## src/rtl/bus_arbiter_if.sv

```systemverilog
// Shared-bus handshake bundle between the bus masters and the round-robin arbiter.
// The slave modport is the arbiter's view; the master modport is the bus side.
interface bus_arbiter_if #(
    parameter int NR_MASTERS = 4
);
    logic [NR_MASTERS-1:0] bus_request;
    logic [NR_MASTERS-1:0] bus_aquire;
    logic                  begin_transaction_in;
    logic                  end_transaction_in;
    logic                  end_transaction_out;
    logic                  bus_error;
    logic                  bus_idle;

    modport master (
        output bus_request,
        output begin_transaction_in,
        output end_transaction_in,
        input  bus_aquire,
        input  end_transaction_out,
        input  bus_error,
        input  bus_idle
    );

    modport slave (
        input  bus_request,
        input  begin_transaction_in,
        input  end_transaction_in,
        output bus_aquire,
        output end_transaction_out,
        output bus_error,
        output bus_idle
    );
endinterface

```

## src/rtl/bus_arbiter.sv

```systemverilog
// Round-robin bus arbiter with an unused-grant watchdog and a hung-transaction
// watchdog that aborts with a one-cycle bus_error and a forced end pulse.
module bus_arbiter #(
    parameter int NR_MASTERS    = 4,
    parameter int GRANT_TIMEOUT = 16,
    parameter int BUS_TIMEOUT   = 256
) (
    input  logic            clock,
    input  logic            reset,
    bus_arbiter_if.slave    bus
);
    localparam int MAX_TIMEOUT = (GRANT_TIMEOUT > BUS_TIMEOUT) ? GRANT_TIMEOUT : BUS_TIMEOUT;
    localparam int CNT_W       = $clog2(MAX_TIMEOUT) + 1;
    localparam int IDX_W       = (NR_MASTERS > 1) ? $clog2(NR_MASTERS) : 1;

    typedef enum logic [1:0] {
        IDLE,
        GRANTED,
        TRANSACT,
        ABORT
    } state_t;

    state_t                state_q, state_d;
    logic [IDX_W-1:0]      rr_q, rr_d;
    logic [CNT_W-1:0]      cnt_q, cnt_d;
    logic [NR_MASTERS-1:0] grant_q, grant_d;
    logic                  error_q, error_d;
    logic                  end_out_q, end_out_d;
    logic                  idle_q, idle_d;

    logic                  sel_valid;
    logic [IDX_W-1:0]      sel_idx;
    logic [IDX_W-1:0]      cand_idx;
    logic [CNT_W-1:0]      cnt_inc;
    logic                  owner_requesting;

    // First requester found scanning upward from the master after the last winner.
    always_comb begin
        sel_valid = 1'b0;
        sel_idx   = '0;
        cand_idx  = '0;
        for (int i = 1; i <= NR_MASTERS; i++) begin
            cand_idx = IDX_W'((int'(rr_q) + i) % NR_MASTERS);
            if (!sel_valid && bus.bus_request[cand_idx]) begin
                sel_valid = 1'b1;
                sel_idx   = cand_idx;
            end
        end
    end

    assign cnt_inc          = (&cnt_q) ? cnt_q : cnt_q + CNT_W'(1);
    assign owner_requesting = |(bus.bus_request & grant_q);

    always_comb begin
        state_d   = state_q;
        rr_d      = rr_q;
        cnt_d     = cnt_inc;
        grant_d   = grant_q;
        error_d   = 1'b0;
        end_out_d = 1'b0;
        case (state_q)
            IDLE: begin
                cnt_d = '0;
                if (sel_valid) begin
                    state_d = GRANTED;
                    grant_d = NR_MASTERS'(1) << sel_idx;
                    rr_d    = sel_idx;
                end
            end
            GRANTED: begin
                // begin beats a dropped request, which beats the grant timeout
                if (bus.begin_transaction_in) begin
                    state_d = TRANSACT;
                    cnt_d   = '0;
                end else if (!owner_requesting || cnt_q == CNT_W'(GRANT_TIMEOUT - 1)) begin
                    state_d = IDLE;
                    grant_d = '0;
                    cnt_d   = '0;
                end
            end
            TRANSACT: begin
                if (bus.end_transaction_in) begin
                    state_d = IDLE;
                    grant_d = '0;
                    cnt_d   = '0;
                end else if (cnt_q == CNT_W'(BUS_TIMEOUT - 1)) begin
                    state_d   = ABORT;
                    grant_d   = '0;
                    cnt_d     = '0;
                    error_d   = 1'b1;
                    end_out_d = 1'b1;
                end
            end
            ABORT: begin
                state_d = IDLE;
                grant_d = '0;
                cnt_d   = '0;
            end
            default: begin
                state_d = IDLE;
                grant_d = '0;
                cnt_d   = '0;
            end
        endcase
    end

    assign idle_d = (state_d == IDLE);

    always_ff @(posedge clock or negedge reset) begin
        if (!reset) begin
            state_q   <= IDLE;
            rr_q      <= IDX_W'(NR_MASTERS - 1);
            cnt_q     <= '0;
            grant_q   <= '0;
            error_q   <= 1'b0;
            end_out_q <= 1'b0;
            idle_q    <= 1'b1;
        end else begin
            state_q   <= state_d;
            rr_q      <= rr_d;
            cnt_q     <= cnt_d;
            grant_q   <= grant_d;
            error_q   <= error_d;
            end_out_q <= end_out_d;
            idle_q    <= idle_d;
        end
    end

    assign bus.bus_aquire          = grant_q;
    assign bus.bus_error           = error_q;
    assign bus.end_transaction_out = end_out_q;
    assign bus.bus_idle            = idle_q;
endmodule

```

## src/flat_wrapper.sv

```systemverilog
// flat-port wrapper written by rule: the top's interface ports become plain ports
module bus_arbiter_flat 
#(
    parameter int NR_MASTERS    = 4,
    parameter int GRANT_TIMEOUT = 16,
    parameter int BUS_TIMEOUT   = 256
)
  (clock, reset, bus_bus_request, bus_begin_transaction_in, bus_end_transaction_in, bus_bus_aquire, bus_end_transaction_out, bus_bus_error, bus_bus_idle);
  bus_arbiter_if #(.NR_MASTERS(NR_MASTERS)) bus_i ();
  input  logic clock;
  input  logic reset;
  input wire logic [$bits(bus_i.bus_request)-1:0] bus_bus_request;
  input wire logic [$bits(bus_i.begin_transaction_in)-1:0] bus_begin_transaction_in;
  input wire logic [$bits(bus_i.end_transaction_in)-1:0] bus_end_transaction_in;
  output wire logic [$bits(bus_i.bus_aquire)-1:0] bus_bus_aquire;
  output wire logic [$bits(bus_i.end_transaction_out)-1:0] bus_end_transaction_out;
  output wire logic [$bits(bus_i.bus_error)-1:0] bus_bus_error;
  output wire logic [$bits(bus_i.bus_idle)-1:0] bus_bus_idle;
  assign bus_i.bus_request = bus_bus_request;
  assign bus_i.begin_transaction_in = bus_begin_transaction_in;
  assign bus_i.end_transaction_in = bus_end_transaction_in;
  assign bus_bus_aquire = bus_i.bus_aquire;
  assign bus_end_transaction_out = bus_i.end_transaction_out;
  assign bus_bus_error = bus_i.bus_error;
  assign bus_bus_idle = bus_i.bus_idle;
  bus_arbiter #(.NR_MASTERS(NR_MASTERS), .GRANT_TIMEOUT(GRANT_TIMEOUT), .BUS_TIMEOUT(BUS_TIMEOUT)) u_core (.clock(clock), .reset(reset), .bus(bus_i));
endmodule
```

## config.mk

```make
export PLATFORM = sky130hd
export DESIGN_NAME = bus_arbiter_flat
export DESIGN_NICKNAME = d
export VERILOG_FILES = /design/src/rtl/bus_arbiter_if.sv /design/src/rtl/bus_arbiter.sv /design/src/flat_wrapper.sv
export SDC_FILE = /design/constraint.sdc
export NUM_CORES = 1
export LEC_CHECK = 0
export CORE_MARGIN = 2
export CORE_UTILIZATION = 45
export DETAILED_ROUTE_END_ITERATION = 8
export GPL_TIMING_DRIVEN = 0
export PLACE_DENSITY = 0.66
export SETUP_SLACK_MARGIN = 0.4
export SLEW_MARGIN = 20
export SYNTH_ARGS = -nofsm -noshare
export SYNTH_HDL_FRONTEND = slang
export SYNTH_SLANG_ARGS = --single-unit
export TNS_END_PERCENT = 1
```

## constraint.sdc

```tcl
create_clock -name clock -period 4.75 [get_ports clock]
set_clock_uncertainty 0.15 [all_clocks]
set_input_delay 0.95 -clock clock [delete_from_list [all_inputs] [get_ports clock]]
set_output_delay 0.95 -clock clock [all_outputs]
set_load 0.02 [all_outputs]
```

Word-level counts from Yosys, hierarchy flattened --
Cells that the tools add are included.
Storage, ports and cells: bits in latches 0, RAM bits 0, bits in read-only memories 0, output and inout bits 7, register bits after elaboration 19, memories kept 0, bits of input ports 8, logic and storage cells 78
Cells by class: add/subtract/negate cells 5, shift operators 1, $lt $le $gt $ge 4, muxes and demuxes 37, reductions and logical operators 15, bitwise gates (word level) 1, eq/ne operators 9, $mul 0, div/mod/pow operators 0
Operators with widths (number):
- 9-bit 2-to-1 mux | 5
- 9-bit case mux with 3 select lines | 1
- 4-bit 2-to-1 mux | 5
- 2-bit 2-to-1 mux | 9
- 4-bit case mux with 4 select lines | 1
- 2-bit by 3-bit < comparator with 1-bit output (second input constant) | 4
- 1-bit 2-to-1 mux | 11
- 9-bit by 1-bit adder with 9-bit output (second input constant) | 1
- 9-bit by 4-bit == test with 1-bit output (second input constant) | 1
- 9-bit by 8-bit == test with 1-bit output (second input constant) | 1
- 9-bit AND reduction | 1
- 1-bit binary-select mux with 2-bit select | 4
- 2-bit case mux with 4 select lines | 1
- 2-bit by 1-bit adder with 2-bit output (second input constant) | 2
- 2-bit adder (second input constant) | 2
- 4-bit AND | 1
- 2-bit == test (second input constant) | 2
- 1-bit zero test | 4
- 2-bit zero test | 2
- 2-bit by 1-bit inequality test with 1-bit output (second input constant) | 2
- 4-bit AND reduction | 1
- 4-bit OR reduction | 1
- 1-bit by 2-bit left shift with 4-bit output (first input constant) | 1
- 1-bit logical AND | 3
- 6 further kinds | 6

Logic depth before layout (Yosys ltp) --
depth after elaboration 16, depth in mapped cells 7, gate-level depth less buffers 6

Least setup slack after synthesis --
Ideal clock, no wire load.
path kind input to register, start point input bus_bus_request[3], end point register u_core.grant_q[2] (netlist: u_core.bus.bus_aquire[2]), stages on the path 4, path buffers 0, slack 2499 ps, data arrival time 1980 ps, path through or4_4 -> and2_4 -> and2_4 -> a22o_1
Between the ends: longest elaborated chain between the ends 15, elaborated cells between the ends (all ways) 32
Ends and longest elaborated chain:
- start: declaration | line flat_wrapper.sv:12 | input wire logic [$bits(bus_i.bus_request)-1:0] bus_bus_request;
- 1-bit binary-select mux with 2-bit select | line bus_arbiter.sv:44 | if (!sel_valid && bus.bus_request[cand_idx]) begin
- 1-bit 2-to-1 mux (implied by the code) | line bus_arbiter.sv:44
- 1-bit 2-to-1 mux | line bus_arbiter.sv:44
- 1-bit zero test | line bus_arbiter.sv:44
- 1-bit logical AND | line bus_arbiter.sv:44
- 1-bit 2-to-1 mux | line bus_arbiter.sv:44
- 1-bit zero test | line bus_arbiter.sv:44
- 1-bit logical AND | line bus_arbiter.sv:44
- 1-bit 2-to-1 mux | line bus_arbiter.sv:44
- 1-bit zero test | line bus_arbiter.sv:44
- 1-bit logical AND | line bus_arbiter.sv:44
- 2-bit 2-to-1 mux | line bus_arbiter.sv:44
- 1-bit by 2-bit left shift with 4-bit output | line bus_arbiter.sv:66 | grant_d = NR_MASTERS'(1) << sel_idx;
- 4-bit 2-to-1 mux | line bus_arbiter.sv:64 | if (sel_valid) begin
- 4-bit case mux with 4 select lines | line bus_arbiter.sv:61 | case (state_q)
- end signal: assignment | line bus_arbiter.sv:122 | grant_q <= grant_d;
- end: declaration | line bus_arbiter.sv:26 | logic [NR_MASTERS-1:0] grant_q, grant_d;
Several ways; a longest one is shown, not always the timed one. The select of a mux whose other input is x is not followed. A chain may end at the register's enable or synchronous reset.

Final worst setup path --
start point input bus_bus_request[3], end point register u_core.grant_q[3] (netlist: u_core.bus.bus_aquire[3])
The elaborated chain is that of the path after synthesis.

==> impl_metrics.yaml <==
detailed_routing:
  wirelength_microns: 2280
  drt-pass1-iter-count: 4
  wl_per_cell_microns: 14.0
  antenna_left: 0
  route.detailed.drc: 0
  num_vias: 917
  via_per_inst: 5.63
  drt_first_iter_violations: 28
critical_path:
  crit_required_ps: 4790
  path_class: "input port to flip-flop"
  worst-path-max-fanout: 6
  critPathCaptureType: "flip-flop"
  start_kind: "input port"
  cp.arrival_ps: 2570
timing:
  period_share: 0.533
  rsz0062_at_grt: "no"
  setup_slack_ps: 2220
  max_freq_mhz: 395
  maxSlewViolCount: 0
  hold_viol_final: 0
  slew_headroom: 0.402
  post-route-min-period_ps: 2530
  finalSetupTns_ps: 0
  worst_slew_pin_slew_ps: 895
  finalSetupViolCount: 0
die:
  die_w_microns: 53.3
  die_h_microns: 53.3
  rows: 17
  die-area_sq_um: 2840
  start_util: 0.486
  coreArea_sq_um: 2250
  ios: 15
yosys:
  synth_edf_count: 0
  netlist_instances: 117
  synth_nets: 126
  synthDistinctLibCells: 43
  syn_area_sq_um: 1090
  ys_ff_latch: 19
  async_flop_share: 1.00
  ys.flop_type: "dfrtp_1"
  syn_area_per_cell_sq_um: 9.36
  synth_warnings: 0
  seq_area_frac_synth: 0.438
hold_path:
  hp-class: "flip-flop to flip-flop"
placed_design:
  preCtsSetupSlack_ps: 1910
  hpwl_microns: 1730
  place.gp.congestion: 0.873
  port-buffer-count: 14
pwr:
  total_leakage_power_nw: 0.513
  irDropWorstVdd_mv: 0.297
  switching_power_w: 0.000210
  power_frac_comb: 0.412
  p_seq_frac: 0.441
  p_int_w: 0.000357
  swShare: 0.370
  p_per_area_nw_per_um2: 436
  clockPowerShare: 0.148
  total_power_w: 0.000566
clock_network:
  cts_buffer_depth: 2
  cts-root-buf: "clkbuf_4"
  cts_tree: "built"
  post_cts_buffers: 0
  cts_resized: 0
  cts.clk_slew.worst_paths_ps: 120
  clkSinkCount: 19
  numCtsBuffers: 3
  h-tree-depth: 1
  clk_latency_ps: 300
  cts-hold-fix-buffers: 0
flow_run:
  cap_violations: 0
final_layout:
  n_antenna_cell: 0
  area_growth_pct: 18.7
  final_util: 0.577
  layout-drive-gt1-share: 0.163
  final_common_cell: "dfrtp_1"
  fin_nets: 145
  most-common-layout-cells: "dfrtp_1 (16), nor2_1 (15), clkdlybuf4s50_1 (14)"
global_route:
  grt_max_degree: 20
  grt.total_usage: 0.189
  grt_pass1_vias: 829
  antenna_found_initial: 0
  grt.overflow.total: 0
  grt_pass1_wl_microns: 3860
outcome:
  outcome: "finished clean"
## sequential cells by signal (all words and copies together) (netlist names)
register,count
u_core.rr_q,2
u_core.cnt_q,9
u_core.state_q,2
u_core.bus.bus_idle,1
u_core.bus.bus_aquire,4
u_core.bus.bus_error,1
## path summary, 6_finish.rpt
| check | from | end | slack [ps] | depth (start not counted) |
|---|---|---|---|---|
| max in group asynchronous | reset | u_core.cnt_q[4]$_DFF_PN0_ | 2900 | 1 |
| min in group asynchronous | reset | u_core.state_q[1]$_DFF_PN0_ | 990 | 1 |
| worst min-delay path | u_core.rr_q[0]$_DFFE_PN1P_ | u_core.rr_q[0]$_DFFE_PN1P_ | 390 | 2 |
| worst max register to register | u_core.cnt_q[0]$_DFF_PN0_ | u_core.cnt_q[7]$_DFF_PN0_ | 2710 | 6 |
| worst max-delay path | bus_bus_request[3] | u_core.bus.bus_aquire[3]$_DFFE_PN0P_ | 2220 | 5 |
| worst min register to register | u_core.rr_q[0]$_DFFE_PN1P_ | u_core.rr_q[0]$_DFFE_PN1P_ | 390 | 2 |
## synthesized netlist by cell type (all sizes together) (2+ instances only)
| cell type | n | area [sq um] |
|---|---|---|
| a22o | 2 | 17.5 |
| nor4 | 3 | 25.0 |
| inv | 4 | 15.0 |
| o2bb2ai | 2 | 17.5 |
| nand3 | 3 | 20.0 |
| nor2 | 16 | 62.6 |
| a22oi | 2 | 15.0 |
| xnor2 | 2 | 17.5 |
| nor3 | 6 | 51.3 |
| a211oi | 6 | 45.0 |
| dfstp | 3 | 78.8 |
| o21ai | 5 | 25.0 |
| buf | 2 | 12.5 |
| nor2b | 2 | 15.0 |
| nand4 | 3 | 18.8 |
| and2 | 3 | 23.8 |
| a21oi | 7 | 35.0 |
| dfrtp | 16 | 400 |
| nand2 | 13 | 48.8 |
| mux2 | 2 | 22.5 |
## cell families after synthesis
| group | count (synthesis) | synth area share |
|---|---|---|
| AND/OR/NAND/NOR | 57 | 0.302 |
| AO/OA/AOI/OAI | 28 | 0.175 |
| flip-flops | 19 | 0.438 |
| buffers and inverters | 7 | 0.0286 |
| multiplexers | 3 | 0.0297 |
| XOR/XNOR | 2 | 0.0160 |
| adder cells (fa/ha/maj) | 1 | 0.0114 |
## layout make-up
class / count / area [sq um]
buffer: 3 / 16.3
clock buffer: 3 / 22.5
tap: 28 / 35.0
inverter: 4 / 15.0
sequential: 19 / 479
multi-input combinational: 91 / 584
fill: 218 / 955
timing repair buffer: 14 / 140
clock inverter: 1 / 7.51
## worst max-delay path, cell delays in order
cell and delay, ps:
clkdlybuf4s50_1 500, or4_4 590, and2_4 190, and2_4 150, a22o_1 190
## power by group through the flow
stage	Clock (W)	Sequential (W)	Combinational (W)
finish	0.0000836	0.000250	0.000233
global route	0.0000944	0.000257	0.000262
CTS	0.0000870	0.000250	0.000235
detailed placement	0	0.000253	0.000235
global placement	0	0.000250	0.000231
floorplan	0	0.000266	0.000142
## per-layer routing
metal	wire length (microns)	part of all wire	track usage
met1	1170	0.51	0.268
met2	962	0.42	0.288
met3	134	0.059	0.0508
met4	12	0.0053	0.0385
met5	0	0	0
## stage by stage
step / hold WS (ps) / cell area [sq um] / instances
global placement: 367 / 1270 / 159
floorplan: 348 / 1090 / 117
finish: 387 / 1300 / 163
global route: 415 / 1300 / 163
CTS: 391 / 1300 / 163
detailed placement: 369 / 1270 / 159
Power figures use the tool's default switching activity.
==> RTL change 1 (same settings) <==
`BUS_TIMEOUT` is set to 256 in 2 places; all go to 512.
--- a/src/rtl/bus_arbiter.sv
+++ b/src/rtl/bus_arbiter.sv
@@ -3,7 +3,7 @@
 module bus_arbiter #(
     parameter int NR_MASTERS    = 4,
     parameter int GRANT_TIMEOUT = 16,
-    parameter int BUS_TIMEOUT   = 256
+    parameter int BUS_TIMEOUT   = 512
 ) (
     input  logic            clock,
     input  logic            reset,
--- a/src/flat_wrapper.sv
+++ b/src/flat_wrapper.sv
@@ -3,7 +3,7 @@
 #(
     parameter int NR_MASTERS    = 4,
     parameter int GRANT_TIMEOUT = 16,
-    parameter int BUS_TIMEOUT   = 256
+    parameter int BUS_TIMEOUT   = 512
 )
   (clock, reset, bus_bus_request, bus_begin_transaction_in, bus_end_transaction_in, bus_bus_aquire, bus_end_transaction_out, bus_bus_error, bus_bus_idle);
   bus_arbiter_if #(.NR_MASTERS(NR_MASTERS)) bus_i ();
Formal check against the unedited RTL: no difference found for any inputs over 4 cycles, from zero or initial values and one cycle with reset low; that may be too few to reach the edited logic, so the function may still have changed.
==> RTL change 1 against the unedited design <==
Total power grew 1.9%; synthesized cell count grew 6.0%; critical path depth is the same; combinational power shrank 3%; cell area grew 5.2%; worst setup slack lost 0.071 ns; area after synthesis grew 5.4%; routed wire length grew 7.7%; clock power grew 15%; sequential cell count grew 1.
==> RTL change 1: results (changes against the unedited design) <==
metric,value,unit,change
fin cells,172,,+5.5%
CP max-delay cell,clkdlybuf4s50_1,,
Inserted Diodes,0,,unchanged
DP Area,1330,um2,+4.8%
most frequent cells after synthesis,"dfrtp_1 (17), nand2_1 (16), nor2_1 (12)",,
met2 usage in global routing,0.319,,+0.0314
post-synthesis net count,133,,+5.6%
met3 usage,0.0328,,-0.0181
synth unique cells,42,,-2.3%
outcome,completed,,
Worst R2R Setup Slack,2.77,ns,+0.06 ns
number of global-route vias before repair,901,,+8.7%
largest net degree at the start of global routing,21,,+5.0%
measured slew at the worst slew-check pin,0.878,ns,-0.0167 ns
"Async S/R FF share, synth",1.00,,unchanged
Via density,5.88,,+4.5%
dpl ws,1.86,ns,-0.0517 ns
main area contributors after synthesis,"dfrtp_1 (37%), dfstp_2 (6.8%), nand2_1 (5.2%)",,
Syn Inst Count,124,,+6.0%
GRT Util Overall,0.188,,-0.00129
layout cells sized above 1,0.113,,-0.0503
CP peak stage delay,0.57,ns,-0.02 ns
Iter 0 DRT Violations,16,,-43%
Net Sw Power,0.213,mW,+1.5%
Final nets,152,,+4.8%
WL/cell,14.3,um,+2.0%
Sequential cell area,504,um2,+5.2%
Final Cycle Share,0.548,,+0.0150
Worst R2R End,u_core.cnt_q[2],,
number of flip-flops in the largest register,10,,+1
Worst Reg-to-Reg Cells,5,,-1
routability cong.,0.797,,-8.8%
VDD IR-drop max,0.000222,V,-25%
Worst Path Arrival,2.65,ns,+0.08 ns
"Seq/Total Area, Yosys",0.437,,-0.000621
==> RTL change 1: cell families (layout without fill, tap and decap cells) <==
group           after synthesis  count (layout)  synth area share
buf+inv                       5              23            0.0195
xor+xnor                      2               2            0.0152
flops                        20              20             0.437
simple gates                 58              58             0.270
compound gates               35              35             0.221
fa+ha+maj                     1               1            0.0108
mux                           3               3            0.0260
==> RTL change 1: power groups by stage <==
stage | Sequential, mW | Clock (mW) | Combinational [mW]
2_1_floorplan | 0.269 | 0 | 0.136
3_3_place_gp | 0.255 | 0 | 0.222
3_5_place_dp | 0.260 | 0 | 0.225
4_1_cts | 0.257 | 0.0989 | 0.226
5_1_grt | 0.263 | 0.107 | 0.250
6_report | 0.256 | 0.0959 | 0.225
==> RTL change 1: final cells by class <==
class / count / area share
Timing Repair Buffer: 14 / 0.102
Buffer: 2 / 0.00823
Tap cell: 30 / 0.0274
Multi-Input combinational cell: 99 / 0.458
Sequential cell: 20 / 0.369
Inverter: 3 / 0.00823
Clock buffer: 4 / 0.0265
==> RTL change 1: how the worst min path moves through the flow <==
stage	end	slack [ns]	depth (start not counted)	from
6_report	u_core.rr_q[1]	0.36	2	u_core.rr_q[1]
3_5_place_dp	u_core.rr_q[1]	0.36	2	u_core.rr_q[1]
2_1_floorplan	u_core.rr_q[1]	0.32	2	u_core.rr_q[1]
3_3_place_gp	u_core.rr_q[1]	0.34	2	u_core.rr_q[1]
5_1_grt	u_core.rr_q[0]	0.40	2	u_core.rr_q[0]
4_1_cts	u_core.rr_q[1]	0.37	2	u_core.rr_q[1]
==> RTL change 1: metal layers <==
layer	share of wire	vias to the layer above
met5	0	-
met2	0.49	22
met3	0.042	2
li1	-	514
met4	0.0077	0
met1	0.47	473
==> RTL change 2 (same settings) <==
Made on the original files. Reset style: synchronous (`reset`), changed in one clocked block.
--- a/src/rtl/bus_arbiter.sv
+++ b/src/rtl/bus_arbiter.sv
@@ -106,7 +106,7 @@
 
     assign idle_d = (state_d == IDLE);
 
-    always_ff @(posedge clock or negedge reset) begin
+    always_ff @(posedge clock) begin
         if (!reset) begin
             state_q   <= IDLE;
             rr_q      <= IDX_W'(NR_MASTERS - 1);
Check against the original RTL: differs if reset is asserted again (counterexample within 4 cycles, from zero or initial values and one cycle with reset low); with reset held inactive, the same outputs for 4 cycles.
==> RTL change 2 against the unedited design <==
Sequential cell count unchanged; critical path depth down 3; routed wire length down 14%; sequential share of layout area down 3.0 points; cell area down 14%; area after synthesis down 16%; global-route usage down 1.0 points; worst setup slack better by 0.095 ns; critical endpoint is now bus_end_transaction_out; largest cell class unchanged; highest routed layer unchanged.
Power is not compared: it rests on default switching activity, and its combinational part moved more than twofold at a synthesized area within 25%.
==> RTL change 2: results (changes against the unedited design) <==
metric,value,unit,change
outcome,completed,,
DP HPWL,1480,um,-14%
DP Area,1090,um2,-14%
GR Util met1,0.250,,-0.0177
main area contributors after synthesis,"dfxtp_1 (41%), nand2_1 (5.3%), a211oi_1 (4.1%)",,
Iter 0 DRT Violations,11,,-61%
post-synthesis net count,117,,-7.1%
number of global-route vias before repair,767,,-7.5%
GRT Util Overall,0.179,,-0.0101
hold_sp,u_core.bus.bus_aquire[2],,
Synth Warn #,0,,unchanged
met3 usage,0.0368,,-0.0140
Via density,5.46,,-3.0%
layout cells sized above 1,0.0714,,-0.0915
metal3 WL,64,um,-52%
htree depth,1,,unchanged
Synth Area in XOR/XNOR,0.0190,,+0.00302
fmax,0.411,GHz,+3.9%
first-pass GRT wire length,3340,um,-13%
largest net degree at the start of global routing,12,,-40%
"Seq/Total Area, Yosys",0.413,,-0.0247
WHS,0.352,ns,-0.0346 ns
synth unique cells,37,,-14%
Synth Area in Compound Gates,0.201,,+0.0262
Worst Setup SP,u_core.bus.bus_error,,
dominant synthesized flop cell,dfxtp_1,,
Worst R2R End,u_core.cnt_q[0],,
proportion of synthesized area in mux cells,0.0326,,+0.00289
Worst Path Arrival,1.34,ns,-1.23 ns
dpl ws,2.07,ns,+0.158 ns
Worst R2R Setup Slack,2.57,ns,-0.14 ns
Slew HR,0.653,,+0.251
Post-Synth Adder-Cell Area,0.0136,,+0.00216
worst reg2reg startpoint,u_core.cnt_q[7],,
Final nets,136,,-6.2%
Setup crit end,bus_end_transaction_out,,
routed wl met2,798,um,-17%
met1 WL,1070,um,-8.8%
"Async S/R FF share, synth",0,,-1.00
met2 usage in global routing,0.261,,-0.0268
routability cong.,0.844,,-3.4%
## RTL change 2: cell types whose count changed after synthesis, moves of 4 or more
cell / change
nand3_1: +4
o22ai_1: +6
dfrtp_1: -16
o21ai_0: -4
nor2_1: -6
dfxtp_1: +19
## RTL change 2: worst max-delay path, cell delays in order (launching register included)
cell and delay, ns:
dfxtp_1 0.34, buf_4 0.10, clkdlybuf4s50_1 0.59
## RTL change 2: how the worst min path moves through the flow
stage               cells after the start                  endpoint
floorplan                               1           u_core.cnt_q[4]
finish                                  2  u_core.bus.bus_aquire[2]
CTS                                     2  u_core.bus.bus_aquire[2]
detailed placement                      2  u_core.bus.bus_aquire[2]
global placement                        2  u_core.bus.bus_aquire[2]
global route                            2  u_core.bus.bus_aquire[3]
## RTL change 2: area by class of cell
| type | count | area share |
|---|---|---|
| plain buffers | 4 | 0.0167 |
| repair buffers | 14 | 0.125 |
| multi-input cells | 80 | 0.448 |
| clock buffers | 3 | 0.0201 |
| well taps | 27 | 0.0301 |
| inverters | 5 | 0.0167 |
| flip-flops and latches | 19 | 0.339 |
| clock inverters | 1 | 0.00446 |
## RTL change 2: kinds of logic after synthesis
kind of cell    count (synthesis)
flops                          19
buf+inv                         9
compound gates                 27
simple gates                   47
fa+ha+maj                       1
xor+xnor                        2
mux                             3
## RTL change 2: power by group through the flow
stage	logic [mW]	clock network, mW	registers (mW)
after global placement	0.0589	0	0.179
after CTS	0.0605	0.0861	0.175
after floorplan	0.0311	0	0.183
after global routing	0.0664	0.0919	0.177
final	0.0602	0.0885	0.176
after detailed placement	0.0603	0	0.179
## RTL change 2: metrics by stage
stage,std cells,utilization
floorplan,108,-
global route,153,0.578
finish,153,0.578
detailed placement,149,0.564
global placement,149,0.564
CTS,153,0.578
